==> src/rtl/edge_detectors_if.sv <==
// edge_detectors_if: bundle of the monitored input and detector results.
// master drives a and observes results; slave (the detector) does the reverse.
interface edge_detectors_if #(
   parameter int WIDTH = 1,
   parameter int CNT_W = 8
);

   logic [WIDTH-1:0]       a;
   logic [WIDTH-1:0]       pos_pulse;
   logic [WIDTH-1:0]       neg_pulse;
   logic [WIDTH-1:0]       both_pulse;
   logic [WIDTH*CNT_W-1:0] pos_count;
   logic [WIDTH*CNT_W-1:0] neg_count;

   modport master (
      output a,
      input  pos_pulse,
      input  neg_pulse,
      input  both_pulse,
      input  pos_count,
      input  neg_count
   );

   modport slave (
      input  a,
      output pos_pulse,
      output neg_pulse,
      output both_pulse,
      output pos_count,
      output neg_count
   );

endinterface

==> src/rtl/edge_detectors.sv <==
// edge_detectors: per-bit rising/falling/any-edge pulses plus saturating
// edge counters, with an optional synchronizer in front.
// Ports:
//   clk   - rising-edge clock
//   rst_n - async active-low reset
//   bus   - slave side: a in; pos/neg/both pulses and counts out.
//           count slice for bit i is [i*CNT_W +: CNT_W].
module edge_detectors #(
   parameter int WIDTH       = 1,
   parameter int SYNC_STAGES = 0,
   parameter int CNT_W       = 8
) (
   input logic           clk,
   input logic           rst_n,
   edge_detectors_if.slave bus
);

   typedef logic [WIDTH-1:0][CNT_W-1:0] cnt_t;

   logic [WIDTH-1:0] a_s;

   logic [WIDTH-1:0] prev_q;
   logic             primed_q;
   logic [WIDTH-1:0] pos_q, pos_d;
   logic [WIDTH-1:0] neg_q, neg_d;
   logic [WIDTH-1:0] both_q, both_d;
   cnt_t             pcnt_q, pcnt_d;
   cnt_t             ncnt_q, ncnt_d;

   generate
      if (SYNC_STAGES == 0) begin : g_nosync
         assign a_s = bus.a;
      end else begin : g_sync
         logic [SYNC_STAGES-1:0][WIDTH-1:0] sync_q;

         always_ff @(posedge clk or negedge rst_n) begin
            if (!rst_n) begin
               sync_q <= '0;
            end else begin
               sync_q[0] <= bus.a;
               for (int i = 1; i < SYNC_STAGES; i++) begin
                  sync_q[i] <= sync_q[i-1];
               end
            end
         end

         assign a_s = sync_q[SYNC_STAGES-1];
      end
   endgenerate

   // Until primed, prev_q holds the reset value rather than a real
   // sample, so the first edge after reset only captures history.
   always_comb begin
      pos_d  = '0;
      neg_d  = '0;
      both_d = '0;
      if (primed_q) begin
         pos_d  = a_s & ~prev_q;
         neg_d  = ~a_s & prev_q;
         both_d = a_s ^ prev_q;
      end
   end

   // Counters advance on the same edge that registers the pulse.
   always_comb begin
      pcnt_d = pcnt_q;
      ncnt_d = ncnt_q;
      for (int i = 0; i < WIDTH; i++) begin
         if (pos_d[i] && (pcnt_q[i] != '1)) begin
            pcnt_d[i] = pcnt_q[i] + CNT_W'(1);
         end
         if (neg_d[i] && (ncnt_q[i] != '1)) begin
            ncnt_d[i] = ncnt_q[i] + CNT_W'(1);
         end
      end
   end

   always_ff @(posedge clk or negedge rst_n) begin
      if (!rst_n) begin
         prev_q   <= '0;
         primed_q <= 1'b0;
         pos_q    <= '0;
         neg_q    <= '0;
         both_q   <= '0;
         pcnt_q   <= '0;
         ncnt_q   <= '0;
      end else begin
         prev_q   <= a_s;
         primed_q <= 1'b1;
         pos_q    <= pos_d;
         neg_q    <= neg_d;
         both_q   <= both_d;
         pcnt_q   <= pcnt_d;
         ncnt_q   <= ncnt_d;
      end
   end

   assign bus.pos_pulse  = pos_q;
   assign bus.neg_pulse  = neg_q;
   assign bus.both_pulse = both_q;
   assign bus.pos_count  = pcnt_q;
   assign bus.neg_count  = ncnt_q;

endmodule

==> src/flat_wrapper.sv <==
// flat-port wrapper written by rule: the top's interface ports become plain ports
module edge_detectors_flat 
#(
   parameter int WIDTH       = 1,
   parameter int SYNC_STAGES = 0,
   parameter int CNT_W       = 8
)
  (clk, rst_n, bus_a, bus_pos_pulse, bus_neg_pulse, bus_both_pulse, bus_pos_count, bus_neg_count);
  edge_detectors_if #(.WIDTH(WIDTH), .CNT_W(CNT_W)) bus_i ();
  input logic clk;
  input logic rst_n;
  input wire logic [$bits(bus_i.a)-1:0] bus_a;
  output wire logic [$bits(bus_i.pos_pulse)-1:0] bus_pos_pulse;
  output wire logic [$bits(bus_i.neg_pulse)-1:0] bus_neg_pulse;
  output wire logic [$bits(bus_i.both_pulse)-1:0] bus_both_pulse;
  output wire logic [$bits(bus_i.pos_count)-1:0] bus_pos_count;
  output wire logic [$bits(bus_i.neg_count)-1:0] bus_neg_count;
  assign bus_i.a = bus_a;
  assign bus_pos_pulse = bus_i.pos_pulse;
  assign bus_neg_pulse = bus_i.neg_pulse;
  assign bus_both_pulse = bus_i.both_pulse;
  assign bus_pos_count = bus_i.pos_count;
  assign bus_neg_count = bus_i.neg_count;
  edge_detectors #(.WIDTH(WIDTH), .SYNC_STAGES(SYNC_STAGES), .CNT_W(CNT_W)) u_core (.clk(clk), .rst_n(rst_n), .bus(bus_i));
endmodule
==> config.mk <==
export PLATFORM = sky130hd
export DESIGN_NAME = edge_detectors_flat
export DESIGN_NICKNAME = d
export VERILOG_FILES = /design/src/rtl/edge_detectors_if.sv /design/src/rtl/edge_detectors.sv /design/src/flat_wrapper.sv
export SDC_FILE = /design/constraint.sdc
export NUM_CORES = 1
export LEC_CHECK = 0
export ABC_AREA = 1
export CORE_UTILIZATION = 50
export CTS_BUF_LIST = sky130_fd_sc_hd__clkbuf_8 sky130_fd_sc_hd__clkbuf_16
export CTS_CLUSTER_DIAMETER = 80
export DETAILED_ROUTE_END_ITERATION = 16
export HOLD_SLACK_MARGIN = 0.06
export PLACE_DENSITY_LB_ADDON = 0.12
export SLEW_MARGIN = 20
export SYNTH_ARGS = -nofsm -noshare
export SYNTH_HDL_FRONTEND = slang
export SYNTH_SLANG_ARGS = --single-unit
==> constraint.sdc <==
create_clock -name clk -period 2 [get_ports clk]
set_clock_uncertainty 0.15 [all_clocks]
set_input_delay 0.5 -clock clk [delete_from_list [all_inputs] [get_ports clk]]
set_output_delay 0.5 -clock clk [all_outputs]
set_load 0.02 [all_outputs]
==> flow_summary.yaml <==
outcome:
  status: "finished, final reports clean"
placement:
  dpl-instance-area_mm2: 0.00133
  dp_hpwl_mm: 1.57
  io_buffer_count: 21
  place.gp.congestion: 0.839
setup_path:
  cpPeakStageDelay_ps: 630
  worstSetupPathType: "flop to primary output"
  path_buf_inv: 1
  crit_required_ps: 1350
  crit_arrival_ps: 1310
  cp-end-kind: "primary output"
  slowest_stage: "clkdlybuf4s50_1"
  path_delay_family: "buffers and inverters"
  crit_path_start_kind: "flop"
  critical_path.cell_chain: "clkdlybuf4s50_1"
  critPathMaxFanout: 5
floorplan:
  die_area_mm2: 0.00234
  io_pins: 22
  fp.dieW_um: 48.4
  chipHeight_um: 48.4
  coreArea_mm2: 0.00200
  initial_core_util_pct: 53.8
  rows: 16
drt:
  drt_iter0_markers: 29
  num_vias: 919
  drt_wl_total_mm: 2.11
  wl_per_cell_um: 11.2
  antenna_left: 0
  via_per_inst: 4.86
  drc: 0
  drt_pass1_iterations: 4
grt:
  grt_max_degree: 22
  grt_use_total_pct: 19.8
  grt_pass1_wl_mm: 3.62
  antenna_found_initial: 0
  grt_overflow: 0
  grt_pass1_vias: 862
timing:
  period_needed_ps: 1960
  fmax_ghz: 0.510
  finalCritPeriodShare_pct: 98.1
  setup_viol: 0
  rsz0062_at_grt: "false"
  hold_violations: 0
  slew_viol_final: 0
cells_and_area:
  nets: 170
  drive_gt1_share_pct: 8.64
  area_delta_synth_final_pct: 28.1
  layout_common_cells: "44 x nand2_1, 21 x dfrtp_1, 20 x inv_1"
  fin_util_pct: 68.9
  final-seq-area_um2: 526
  layout_commonest_cell: "nand2_1"
  design_area_mm2: 0.00138
  multi_input_area_um2: 469
  fill_cells: 166
  n_antenna_cell: 0
power_and_ir_drop:
  leakage_uw: 0.000726
  vdd_drop_max_mv: 0.747
  p_per_area_mw_per_mm2: 903
logic_synthesis:
  synth_nets: 143
  netlist_instances: 136
  synth.distinct_cells: 19
  synth_area_per_cell_um2: 7.91
  seq_area_frac_synth_pct: 48.8
  synth_area_mm2: 0.00108
  yosys_register_bits: 21
  ys_warn_count: 0
cts:
  insertion_delay_ps: 250
  cts_sinks: 21
  h-tree-depth: 1
  numCtsBuffers: 3
  cts-root-buf: "clkbuf_8"
  tritoncts: "done"
  clock_path_buffers: 2
  post_cts_buffers: 0
  clk_pin_slew_ps: 80
min_path:
  hold_path_class: "flop to flop"
job:
  max-cap-violations: 0
[cell type report]
class | instances | share of cell area (%)
clock inverter | 1 | 0.363
multi-input combinational | 94 | 34.0
clock buffer | 3 | 2.99
timing repair buffer | 22 | 16.2
tap | 27 | 2.45
inverter | 21 | 5.90
sequential | 21 | 38.1
[path summary, 6_finish.rpt]
check                                                    start                                  end  slack [ps]  cells past startpoint
setup / recovery           u_core.bus.neg_count[3]$_DFFE_PN0P_                     bus_neg_count[3]          40                      1
hold reg to reg                      u_core.primed_q$_DFF_PN0_      u_core.bus.both_pulse$_DFF_PN0_         390                      2
min in group asynchronous                                rst_n       u_core.bus.neg_pulse$_DFF_PN0_         440                      2
setup reg to reg           u_core.bus.pos_count[0]$_DFFE_PN0P_  u_core.bus.pos_count[5]$_DFFE_PN0P_         480                      7
max in group asynchronous                                rst_n  u_core.bus.pos_count[4]$_DFFE_PN0P_        1040                      2
hold / removal                       u_core.primed_q$_DFF_PN0_      u_core.bus.both_pulse$_DFF_PN0_         390                      2
[Yosys cell counts, drive strengths merged]
cell type | n | area share [%]
nand2 | 49 | 19
dfrtp | 21 | 49
inv | 21 | 7.6
nor2 | 14 | 6.0
nand3 | 12 | 5.6
o21ai | 6 | 2.8
ha | 4 | 4.7
xnor2 | 3 | 2.4
nand4 | 2 | 1.2
a21o | 1 | 0.70
a21oi | 1 | 0.46
conb | 1 | 0.35
nand3b | 1 | 0.70
[flip-flops by register name, indices dropped and copies added (netlist names)]
register / flops
u_core.primed_q: 1
u_core.bus.pos_pulse: 1
u_core.bus.both_pulse: 1
u_core.prev_q: 1
u_core.bus.neg_count: 8
u_core.bus.neg_pulse: 1
u_core.bus.pos_count: 8
[layer usage]
layer	share of wire [%]	vias up	wire, um	GRT usage (%)
met4	0	0	0	4.41
met2	52	19	1090	36.6
met1	45	432	954	24.6
met3	2.8	0	60	2.20
met5	0	-	0	0
li1	-	468	-	-
[metrics by stage]
stage	cells	power, uW	setup WS [ps]	TNS, ps	hold WS (ps)
6_report	189	1250	38.7	0	394
5_1_grt	189	1330	0.584	0	419
4_1_cts	189	1260	18.2	0	393
3_5_place_dp	185	992	-28.6	-44.6	377
3_3_place_gp	185	978	12.0	0	360
2_1_floorplan	136	800	491	0	54.4
[where the power goes]
group | total [uW] | internal, uW | switching (uW)
clock network | 274 | 138 | 135
logic | 385 | 178 | 206
registers | 587 | 493 | 94.1
total | 1250 | 810 | 436
[timing repair]
item,CTS,global route
endpoints found under the hold margin,0,0
setup endpoints to repair,2,3
gates resized for setup,2,3
hold buffers,0,0
[kinds of logic (layout without fill, tap and decap cells)]
| logic type | after synthesis | after routing | synth area share [%] |
|---|---|---|---|
| and+or+nand+nor | 78 | 78 | 32.2 |
| DFF | 21 | 21 | 48.8 |
| buffers and inverters | 21 | 47 | 7.56 |
| AOI/OAI and AO/OA | 8 | 8 | 3.95 |
| adders and majority gates | 4 | 4 | 4.65 |
| xor gates and xnor gates | 3 | 3 | 2.44 |
| other | 1 | 1 | 0.349 |
Power figures use the tool's default switching activity.
